[src/rtl/frame_data_reg_bank.sv]
// Double-buffered bank of frame-data row registers: rows load into shadow storage and move to the active outputs together on commit.
// Optional build macro FRAME_DATA_REG_PARITY_EN adds even-parity checking of each written row.
module frame_data_reg_bank #(
   parameter int FrameBitsPerRow = 32,
   parameter int RowSelectWidth  = 5,
   parameter int NumRows         = 6,
   parameter int FirstRow        = 1,
   parameter bit AutoCommit      = 1'b0,
   parameter int CountWidth      = 8
) (
   input  logic                               CLK,
   input  logic                               resetn,
   input  logic [FrameBitsPerRow-1:0]         FrameData_I,
   input  logic [RowSelectWidth-1:0]          RowSelect,
   input  logic                               FrameStrobe,
   input  logic                               Commit,
`ifdef FRAME_DATA_REG_PARITY_EN
   input  logic                               FrameParity_I,
   output logic                               ParityError,
`endif
   output logic [NumRows*FrameBitsPerRow-1:0] FrameData_O,
   output logic [NumRows-1:0]                 RowLoaded,
   output logic                               Filling,
   output logic                               CommitDone,
   output logic                               Overwrite,
   output logic [CountWidth-1:0]              FrameCount
);

   localparam int LastRow = FirstRow + NumRows - 1;

   localparam logic [0:0] S_IDLE = 1'b0;
   localparam logic [0:0] S_FILL = 1'b1;

   logic [0:0]                 r_state;
   logic [NumRows-1:0]         r_row_loaded;
   logic                       r_commit_done;
   logic                       r_overwrite;
   logic [CountWidth-1:0]      r_frame_count;
   logic [FrameBitsPerRow-1:0] r_shadow [NumRows];
   logic [FrameBitsPerRow-1:0] r_active [NumRows];

   logic                       w_in_range;
   logic                       w_parity_ok;
   logic                       w_write;
   logic                       w_commit;
   logic [RowSelectWidth-1:0]  w_row_off;
   logic [NumRows-1:0]         w_hit;

   assign w_in_range = (int'(RowSelect) >= FirstRow) && (int'(RowSelect) <= LastRow);
   assign w_row_off  = RowSelect - RowSelectWidth'(FirstRow);

`ifdef FRAME_DATA_REG_PARITY_EN
   logic r_parity_error;

   assign w_parity_ok = ((^FrameData_I) == FrameParity_I);
   assign ParityError = r_parity_error;

   // A strobed, in-range write with bad parity is dropped but flagged.
   always_ff @(posedge CLK or negedge resetn) begin
      if (!resetn) begin
         r_parity_error <= 1'b0;
      end else if (FrameStrobe && w_in_range && !w_parity_ok) begin
         r_parity_error <= 1'b1;
      end
   end
`else
   assign w_parity_ok = 1'b1;
`endif

   assign w_write  = FrameStrobe && w_in_range && w_parity_ok;
   assign w_commit = ((r_state == S_FILL) && Commit) || (AutoCommit && (&r_row_loaded));

   genvar gi;
   generate
      for (gi = 0; gi < NumRows; gi++) begin : g_row
         assign w_hit[gi] = w_write && (w_row_off == RowSelectWidth'(gi));
         assign FrameData_O[gi*FrameBitsPerRow +: FrameBitsPerRow] = r_active[gi];

         always_ff @(posedge CLK or negedge resetn) begin
            if (!resetn) begin
               r_shadow[gi] <= '0;
            end else if (w_hit[gi]) begin
               r_shadow[gi] <= FrameData_I;
            end
         end

         // Unloaded rows keep their previous active value across a commit.
         always_ff @(posedge CLK or negedge resetn) begin
            if (!resetn) begin
               r_active[gi] <= '0;
            end else if (w_commit && r_row_loaded[gi]) begin
               r_active[gi] <= r_shadow[gi];
            end
         end

         // The clear from a commit applies first; a same-cycle write opens the next frame.
         always_ff @(posedge CLK or negedge resetn) begin
            if (!resetn) begin
               r_row_loaded[gi] <= 1'b0;
            end else if (w_hit[gi]) begin
               r_row_loaded[gi] <= 1'b1;
            end else if (w_commit) begin
               r_row_loaded[gi] <= 1'b0;
            end
         end
      end
   endgenerate

   always_ff @(posedge CLK or negedge resetn) begin
      if (!resetn) begin
         r_state <= S_IDLE;
      end else if (w_write) begin
         r_state <= S_FILL;
      end else if (w_commit) begin
         r_state <= S_IDLE;
      end
   end

   always_ff @(posedge CLK or negedge resetn) begin
      if (!resetn) begin
         r_commit_done <= 1'b0;
         r_frame_count <= '0;
         r_overwrite   <= 1'b0;
      end else begin
         r_commit_done <= w_commit;
         if (w_commit) begin
            r_frame_count <= r_frame_count + 1'b1;
         end
         // A write that lands after a same-edge commit starts a fresh frame, so it is no overwrite.
         if ((|(w_hit & r_row_loaded)) && !w_commit) begin
            r_overwrite <= 1'b1;
         end
      end
   end

   assign RowLoaded  = r_row_loaded;
   assign Filling    = (r_state == S_FILL);
   assign CommitDone = r_commit_done;
   assign Overwrite  = r_overwrite;
   assign FrameCount = r_frame_count;

endmodule

[config.mk]
export PLATFORM = sky130hd
export DESIGN_NAME = frame_data_reg_bank
export DESIGN_NICKNAME = d
export VERILOG_FILES = /design/src/rtl/frame_data_reg_bank.sv
export SDC_FILE = /design/constraint.sdc
export NUM_CORES = 1
export LEC_CHECK = 0
export BUFFER_PORTS_ARGS = -buffer_cell sky130_fd_sc_hd__buf_2
export CAP_MARGIN = 15
export CELL_PAD_IN_SITES_DETAIL_PLACEMENT = 0
export CELL_PAD_IN_SITES_GLOBAL_PLACEMENT = 1
export CORE_ASPECT_RATIO = 1.2
export CORE_UTILIZATION = 25
export DETAILED_ROUTE_END_ITERATION = 10
export PLACE_DENSITY_LB_ADDON = 0.1
export SLEW_MARGIN = 5
export SYNTH_ARGS = -nofsm -noshare
export SYNTH_HDL_FRONTEND = slang
export SYNTH_SLANG_ARGS = --single-unit
[constraint.sdc]
create_clock -name CLK -period 4.2 [get_ports CLK]
set_clock_uncertainty 0.05 [all_clocks]
set_input_delay 0.21 -clock CLK [delete_from_list [all_inputs] [get_ports CLK]]
set_output_delay 0.21 -clock CLK [all_outputs]
set_load 0.005 [all_outputs]
# After elaboration in Yosys (flattened, before gate mapping)
# Index checks and enable logic that the tools add are counted.
# Widths: inputs -> output; s select.
# totals
reg_bits	401
input_bits	41
out_inout_bits	209
# op_classes
n_addsub	2
magnitude_cmp	2
eq_ne	5
n_mux	8
bitwise_logic	1
reduce_logical	26
# ops
op	count
$logic_and 1x1->1	16
$reduce_bool 2->1	7
$eq 5x2->1 const B	2
$eq 5x3->1 const B	2
$add 8x1->8 const B	1
$mux 1	8
$and 6x6->6	1
$reduce_or 6->1	1
$eq 5x1->1 const B	1
$ge 5x1->1 const B	1
$le 5x3->1 const B	1
$logic_not 5->1	1
$sub 5x1->5 const B	1
$logic_not 1->1	1

# Longest topological paths before layout
# Gate-level depths: netlist of the first run.
# depth
word_depth	7
depth_mapped	6

# Worst setup path after synthesis of the first run
# No wires, ideal clock.
# synth_path
kind	reg2reg
startpoint	register r_state, in the netlist Filling
endpoint	register r_active, in the netlist FrameData_O[100]
setup_time_ns	0.125
t_arrival_ns	1.571
path_slack_ns	2.454
path_stages_with_launch	7
period_less_slack_ns	1.746
path_cell_list	dfrtp_1 > nand2_1 > inv_1 > buf_2 > nand2_1 > buf_2 > mux2_2
# synth_between
elab_chain_cells	2
# synth_lines
item	line_no	source
start: declaration	34	logic [0:0] r_state;
start signal: assignment	111	r_state <= S_IDLE;
start signal: assignment	113	r_state <= S_FILL;
start signal: assignment	115	r_state <= S_IDLE;
$logic_and 1x1->1	71	assign w_commit = ((r_state == S_FILL) && Commit) || (AutoCommit && (&r_row_loaded));
via w_commit	45	logic w_commit;
$logic_and 1x1->1	91	end else if (w_commit && r_row_loaded[gi]) begin
end signal: indexed assignment	92	r_active[gi] <= r_shadow[gi];
end: declaration	40	logic [FrameBitsPerRow-1:0] r_active [NumRows];
# The timed path passes the listed nets, and every way through them passes these cells.
# A chain may end at the register's enable or synchronous reset.

# Worst setup path in the final report of the first run
# layout_path
startpoint	register r_state, in the netlist Filling
endpoint	register r_active, in the netlist FrameData_O[49]
# layout_between
elab_chain_cells	2
# layout_lines
item	line_no
$logic_and 1x1->1	71
$logic_and 1x1->1	91
# No other way between the ends.

==> results.py, run 1 <==
metrics = {
    "timing": {
        "layout_setup_ws_ns": 1.60,
        "fin_tns_setup_ns": 0,
        "slew_violations": 0,
        "grt_setup_unrepaired": "no",
        "relSlewSlack_pct": 29.1,
        "finalSetupViolCount": 0,
        "worst_pin_slew_ns": 1.06,
        "fmax_mhz": 385,
        "finalCritPeriodShare_pct": 61.9,
        "hold_viol_final": 0,
        "fin_crit_ns": 2.60,
    },
    "global_routing": {
        "grt_use_met1_pct": 18.1,
        "grt_max_degree": 99,
        "grt_overflow": 0,
        "grtUsageMet2_pct": 24.4,
        "top_usage_layer": "met2",
        "grt_pass1_wl_um": 64700,
        "grt.met3_usage_pct": 4.01,
        "grt_pass1_vias": 9289,
        "grt_use_total_pct": 14.5,
        "grt_antenna_before_repair": 1,
    },
    "routing": {
        "via_count": 8491,
        "drcViolationCount": 0,
        "drtIter0Drc": 334,
        "viasPerCell": 4.20,
        "wl_per_cell_um": 21.4,
        "totalWireLength_um": 43200,
        "first_pass_iters": 4,
        "antenna_left": 0,
    },
    "placement": {
        "dp_slack_ns": 1.50,
        "numPortBuffers": 249,
        "dp_hpwl_um": 28000,
        "dpl-instance-area_mm2": 0.0172,
        "place_congestion": 0.681,
    },
    "logic_synthesis": {
        "synth_area_per_cell_um2": 16.9,
        "ys_warn_count": 0,
        "netlist_area_mm2": 0.0151,
        "ys_ff_latch": 401,
        "synthDistinctLibCells": 27,
        "syn_inst": 890,
        "syn_nets": 932,
        "synth-seq-area-share_pct": 66.6,
    },
    "pwr": {
        "total_power_mw": 10.3,
        "p_per_area_mw_per_mm2": 540,
        "p_leak_nw": 9.91,
        "irDropWorstVdd_v": 0.000254,
    },
    "layout": {
        "layout-drive-gt1-share_pct": 58.7,
        "area_growth_pct": 26.6,
        "design_area_mm2": 0.0191,
        "fin_nets": 1232,
        "num_antenna_cells": 0,
    },
    "floorplan": {
        "die_w_um": 226,
        "fp-row-count": 98,
        "core_mm2": 0.0596,
        "start_util_pct": 25.3,
        "pin_count": 250,
        "die_area_mm2": 0.0612,
        "die_y_um": 271,
    },
    "worst_setup_path": {
        "end_kind": "flop",
        "cp.required_ns": 4.60,
        "reg2reg_to": "FrameData_O[49]$_DFFE_PN0P_",
        "crit_arrival_ns": 3.00,
        "rr_worst_depth": 5,
        "crit_path_start_kind": "flop",
        "r2r_slack_ns": 1.60,
        "critical_path.max_fanout": 22,
        "crit_type": "flop to flop",
        "r2r_start": "Filling$_DFFE_PN0P_",
    },
    "min_path": {
        "hold_end": "r_shadow[146]$_DFFE_PN0P_",
        "hold_depth": 2,
        "hold_path_startpoint": "FrameData_I[18]",
        "min_path_type": "input pin to flop",
    },
    "job": {
        "drv_cap": 0,
    },
    "clocking": {
        "clock_sinks": 401,
        "cts-htree-levels": 2,
        "cts_tree": "yes",
        "cts_max_path_buffers": 3,
        "root_buffer": "clkbuf_16",
        "clock_latency_ns": 0.56,
        "path_clk_slew_ns": 0.06,
        "numCtsBuffers": 47,
    },
    "status": {
        "status": "complete, no violations",
    },
}
## synth_stat cells
cell         n  share of area, %
ha_1         1             0.083
mux2_4      29               2.9
mux2_1       7              0.52
clkbuf_1     5              0.12
nand4_1      2             0.083
inv_1        2             0.050
buf_6        3              0.22
nor2_1       3             0.075
a221o_1      1             0.066
nand3_1      5              0.17
o22ai_1      1             0.042
or3_1        1             0.042
or2_1        1             0.042
o311ai_0     1             0.058
nor2b_1      1             0.042
nand2b_1     1             0.042
xnor2_1      7              0.41
mux2i_1      2              0.13
buf_2       34               1.1
mux2_2     348                26
nand2_1     27              0.67
o21ai_0      2             0.066
nand4bb_1    1             0.075
dfrtp_1    401                67
nor4b_4      1              0.16
and4_1       1             0.058
and3_1       2             0.083
## registers in the layout, indices dropped and copies added, names as in the netlist
register,flops
r_shadow,192
FrameCount,8
CommitDone,1
RowLoaded,6
Overwrite,1
Filling,1
FrameData_O,192
## final cells by class
class / instances / area (µm²)
Fill cell: 6044 / 40500
Timing Repair Buffer: 293 / 1750
Sequential cell: 401 / 10000
Multi-Input combinational cell: 445 / 4820
Clock inverter: 4 / 23.8
Tap cell: 800 / 1000
Inverter: 2 / 7.51
Clock buffer: 75 / 1420
## how the worst max path moves through the flow
| stage | start | cells after the start | to |
|---|---|---|---|
| final | Filling$_DFFE_PN0P_ | 5 | FrameData_O[49]$_DFFE_PN0P_ |
| after global routing | Filling$_DFFE_PN0P_ | 5 | FrameData_O[49]$_DFFE_PN0P_ |
| after CTS | Filling$_DFFE_PN0P_ | 5 | FrameData_O[49]$_DFFE_PN0P_ |
| after detailed placement | Filling$_DFFE_PN0P_ | 5 | FrameData_O[48]$_DFFE_PN0P_ |
| after global placement | Filling$_DFFE_PN0P_ | 5 | FrameData_O[53]$_DFFE_PN0P_ |
| after floorplan | Filling$_DFFE_PN0P_ | 6 | FrameData_O[100]$_DFFE_PN0P_ |
## cells in the final DEF (no fill, tap or decap), types with 4 or more instances in the layout
cell type        n
clkbuf_8        10
mux2_4          29
buf_2          248
clkbuf_16       49
nand2_2          8
mux2_2         348
dfrtp_1        401
buf_4            7
buf_12           7
nand3_1          4
clkbuf_1        16
xnor2_1          7
mux2_1           7
dlygate4sd3_1   30
nand2_1         19
## worst max-delay path: stages (launching register included)
cell,delay [ns]
dfrtp_1,0.39
nand2_1,0.31
inv_1,0.33
nand2_2,0.70
buf_4,0.35
mux2_2,0.36
## kinds of logic (layout without fill, tap and decap cells)
| kind of cell | count (synthesis) | in the layout | synth area share (%) |
|---|---|---|---|
| AOI/OAI and AO/OA | 5 | 5 | 0.233 |
| adders and majority gates | 1 | 1 | 0.0831 |
| DFF | 401 | 401 | 66.6 |
| xor gates and xnor gates | 7 | 7 | 0.407 |
| buffers and inverters | 44 | 374 | 1.53 |
| muxes | 386 | 386 | 29.6 |
| and+or+nand+nor | 46 | 46 | 1.54 |
## what timing repair did
action	4_1_cts	5_1_grt
buffers inserted	0	0
gates resized for setup	0	0
hold endpoints to repair	214	0
hold buffers	30	0
## power by group
part | leakage, nW | switching [mW] | total, mW | internal (mW)
Sequential | 5.30 | 0.398 | 4.98 | 4.58
Clock | 0.710 | 1.59 | 3.89 | 2.30
Combinational | 3.89 | 0.591 | 1.42 | 0.830
## layer usage
layer	wire, µm	up-vias
met4	813	0
met1	18500	4509
li1	-	3747
met5	0	-
met3	2560	58
met2	21400	177
## through the flow
stage | std cells | util [%] | hold slack, ns
after global placement | 1907 | 28.9 | 0.205
final | 2020 | 32.0 | 0.0208
after global routing | 2020 | 32.0 | 0.00685
after floorplan | 890 | - | -0.136
after detailed placement | 1907 | 28.9 | 0.212
after CTS | 2016 | 31.9 | 0.00671
No activity file was read; power rests on OpenSTA's default activity.
==> inputs of run 2 (changes only) <==
Settings changed: ABC_AREA from default to 1.
Clock period 4.2 ns to 2.34 ns, I/O delays scaled along.
==> run 2 against run 1 <==
  * Flip-flop and latch count did not move
  * Sequential power is 92% higher
  * Combinational power is 140% higher
  * Worst setup slack worse by 1.2 ns
  * Final area about the same
  * Wire length up 2.0%
  * Worst hold slack better by 0.027 ns
  * Clock power grew 79%
  * Clock-buffer cell count shrank 1
  * Via count up 15%
  * Register-to-register slack lost 1.0 ns
  * Global-route usage grew 0.38 points
==> results.py, run 2 <==
metrics = {
    "pwr": {
        "p_leak_nw": 9.91,
        "p_per_area_mw_per_mm2": 1040,
        "total_power_mw": 19.9,
        "p_int_mw": 14.5,
        "power.share.clock_pct": 35.0,
        "irDropWorstVdd_v": 0.000494,
        "switching_share_pct": 27.2,
        "power_frac_comb_pct": 17.0,
        "pwr-share-seq_pct": 48.0,
        "switching_power_mw": 5.41,
    },
    "clocking": {
        "clock_sinks": 401,
        "path_clk_slew_ns": 0.06,
        "clock_latency_ns": 0.56,
        "cts-htree-levels": 2,
        "root_buffer": "clkbuf_16",
        "cts_tree": "yes",
        "numCtsBuffers": 46,
        "cts_max_path_buffers": 3,
        "post_cts_buffers": 0,
    },
    "logic_synthesis": {
        "synth_ff_type": "dfrtp_1",
        "netlist_area_mm2": 0.0149,
        "yosys-top-cells-count": "dfrtp_1 (401), nand2_1 (249), mux2_2 (154)",
        "ys_warn_count": 0,
        "synthDistinctLibCells": 27,
        "synth-edff-count": 0,
        "synth.top_cell.area_share_pct": 67.3,
        "synth_area_leaders": "dfrtp_1 (67%), mux2_2 (12%), nand2_1 (6.3%)",
        "synth.most_common_cell": "dfrtp_1",
        "synth_area_per_cell_um2": 12.2,
        "synth-seq-area-share_pct": 67.3,
        "yosys.area.top_type": "dfrtp_1",
        "ys_ff_latch": 401,
        "syn_nets": 1268,
        "ys_async_sr_fraction_pct": 100,
        "syn_inst": 1226,
    },
    "job": {
        "drv_cap": 0,
    },
    "floorplan": {
        "die_area_mm2": 0.0606,
        "pin_count": 250,
        "core_mm2": 0.0586,
        "die_y_um": 270,
        "die_w_um": 225,
        "fp-row-count": 97,
        "start_util_pct": 25.4,
    },
    "timing": {
        "finalCritPeriodShare_pct": 81.9,
        "fin_crit_ns": 1.92,
        "relSlewSlack_pct": 58.8,
        "whs_ns": 0.0475,
        "hold_viol_final": 0,
        "fin_tns_setup_ns": 0,
        "fmax_mhz": 522,
        "grt_setup_unrepaired": "no",
        "layout_setup_ws_ns": 0.424,
        "finalSetupViolCount": 0,
        "slew_violations": 0,
        "worst_pin_slew_ns": 0.616,
    },
    "routing": {
        "wl_per_cell_um": 18.7,
        "first_pass_iters": 5,
        "viasPerCell": 4.13,
        "antenna_left": 0,
        "totalWireLength_um": 44000,
        "via_count": 9741,
        "drtIter0Drc": 423,
        "drcViolationCount": 0,
    },
    "layout": {
        "num_antenna_cells": 0,
        "layout_common_cells": "dfrtp_1 (401), buf_2 (248), nand2_1 (244)",
        "design_area_mm2": 0.0191,
        "fin_nets": 1573,
        "mostFrequentLayoutCell": "dfrtp_1",
        "area_growth_pct": 27.7,
        "finalCoreUtilization_pct": 32.5,
        "final_cell_count_no_fill": 2357,
        "layout-drive-gt1-share_pct": 33.6,
    },
    "placement": {
        "place_congestion": 0.714,
        "dp_hpwl_um": 30100,
        "numPortBuffers": 249,
        "dp_slack_ns": 0.462,
        "dpl-instance-area_mm2": 0.0172,
        "dp.cells": 2236,
    },
    "global_routing": {
        "grt_pass1_wl_um": 67600,
        "grt_antenna_before_repair": 0,
        "grt_max_degree": 67,
        "grt_pass1_vias": 10400,
        "grt_use_total_pct": 14.9,
        "grt_overflow": 0,
    },
    "min_path": {
        "min_path_type": "input pin to asynchronous set/reset pin",
    },
    "worst_setup_path": {
        "crit_type": "input pin to flop",
        "end_kind": "flop",
        "crit_path_start_kind": "input pin",
        "cp.required_ns": 2.78,
        "critical_path.max_fanout": 4,
        "crit_arrival_ns": 2.36,
    },
    "status": {
        "status": "complete, no violations",
    },
}
-- run 2: power by group through the flow --
stage                     Combinational [mW]  Clock (mW)  Sequential [mW]
after floorplan                         1.50           0             9.49
after global placement                  3.36           0             9.71
after detailed placement                3.42           0             9.71
after CTS                               3.49        7.28             9.60
after global routing                    3.82        7.56             9.79
final                                   3.38        6.97             9.56
-- run 2: worst paths after layout --
check	start	end	slack (ns)	depth (start not counted)
min in group CLK	FrameStrobe	RowLoaded[5]$_DFFE_PN0P_	0.11	4
worst max register to register	Filling$_DFFE_PN0P_	FrameData_O[18]$_DFFE_PN0P_	0.58	5
worst max-delay path	RowSelect[3]	Filling$_DFFE_PN0P_	0.42	7
worst min register to register	FrameCount[7]$_DFFE_PN0P_	FrameCount[7]$_DFFE_PN0P_	0.42	1
worst min-delay path	resetn	FrameData_O[120]$_DFFE_PN0P_	0.05	2
max in group asynchronous	resetn	FrameData_O[4]$_DFFE_PN0P_	1.34	3
-- run 2: repair_timing --
| item | 4_1_cts | 5_1_grt |
|---|---|---|
| resized for setup | 0 | 0 |
| setup endpoints to repair | 0 | 0 |
| hold endpoints to repair | 526 | 0 |
| hold buffers | 39 | 0 |
-- run 2: final cells by class --
| class | count | area, µm² |
|---|---|---|
| fill | 6006 | 39600 |
| clock inverter | 8 | 71.3 |
| timing repair buffer | 321 | 2060 |
| tap | 792 | 991 |
| sequential | 401 | 10000 |
| inverter | 79 | 297 |
| clock buffer | 74 | 1380 |
| multi-input combinational | 682 | 4220 |
-- run 2: critical path, stage by stage --
cell and delay, ns:
dlygate4sd3_1 0.53, buf_2 0.14, nor2_2 0.21, nand2_2 0.10
dlygate4sd3_1 0.57, o2bb2ai_1 0.12, dlygate4sd3_1 0.57
-- run 2: metal layers --
metal | vias to the layer above | GRT usage [%] | part of all wire, %
li1 | 4660 | - | -
met1 | 4838 | 18.6 | 43
met2 | 196 | 25.2 | 50
met3 | 47 | 3.77 | 5.3
met4 | 0 | 4.01 | 1.9
met5 | - | 0 | 0
-- run 2: cells by family after synthesis --
logic type      Yosys count  share of synthesized area (%)
flops                   401                           67.3
xor+xnor                  7                          0.411
buf+inv                 143                           4.67
fa+ha+maj                 1                         0.0839
mux                     160                           12.1
compound gates          231                           8.00
simple gates            283                           7.47
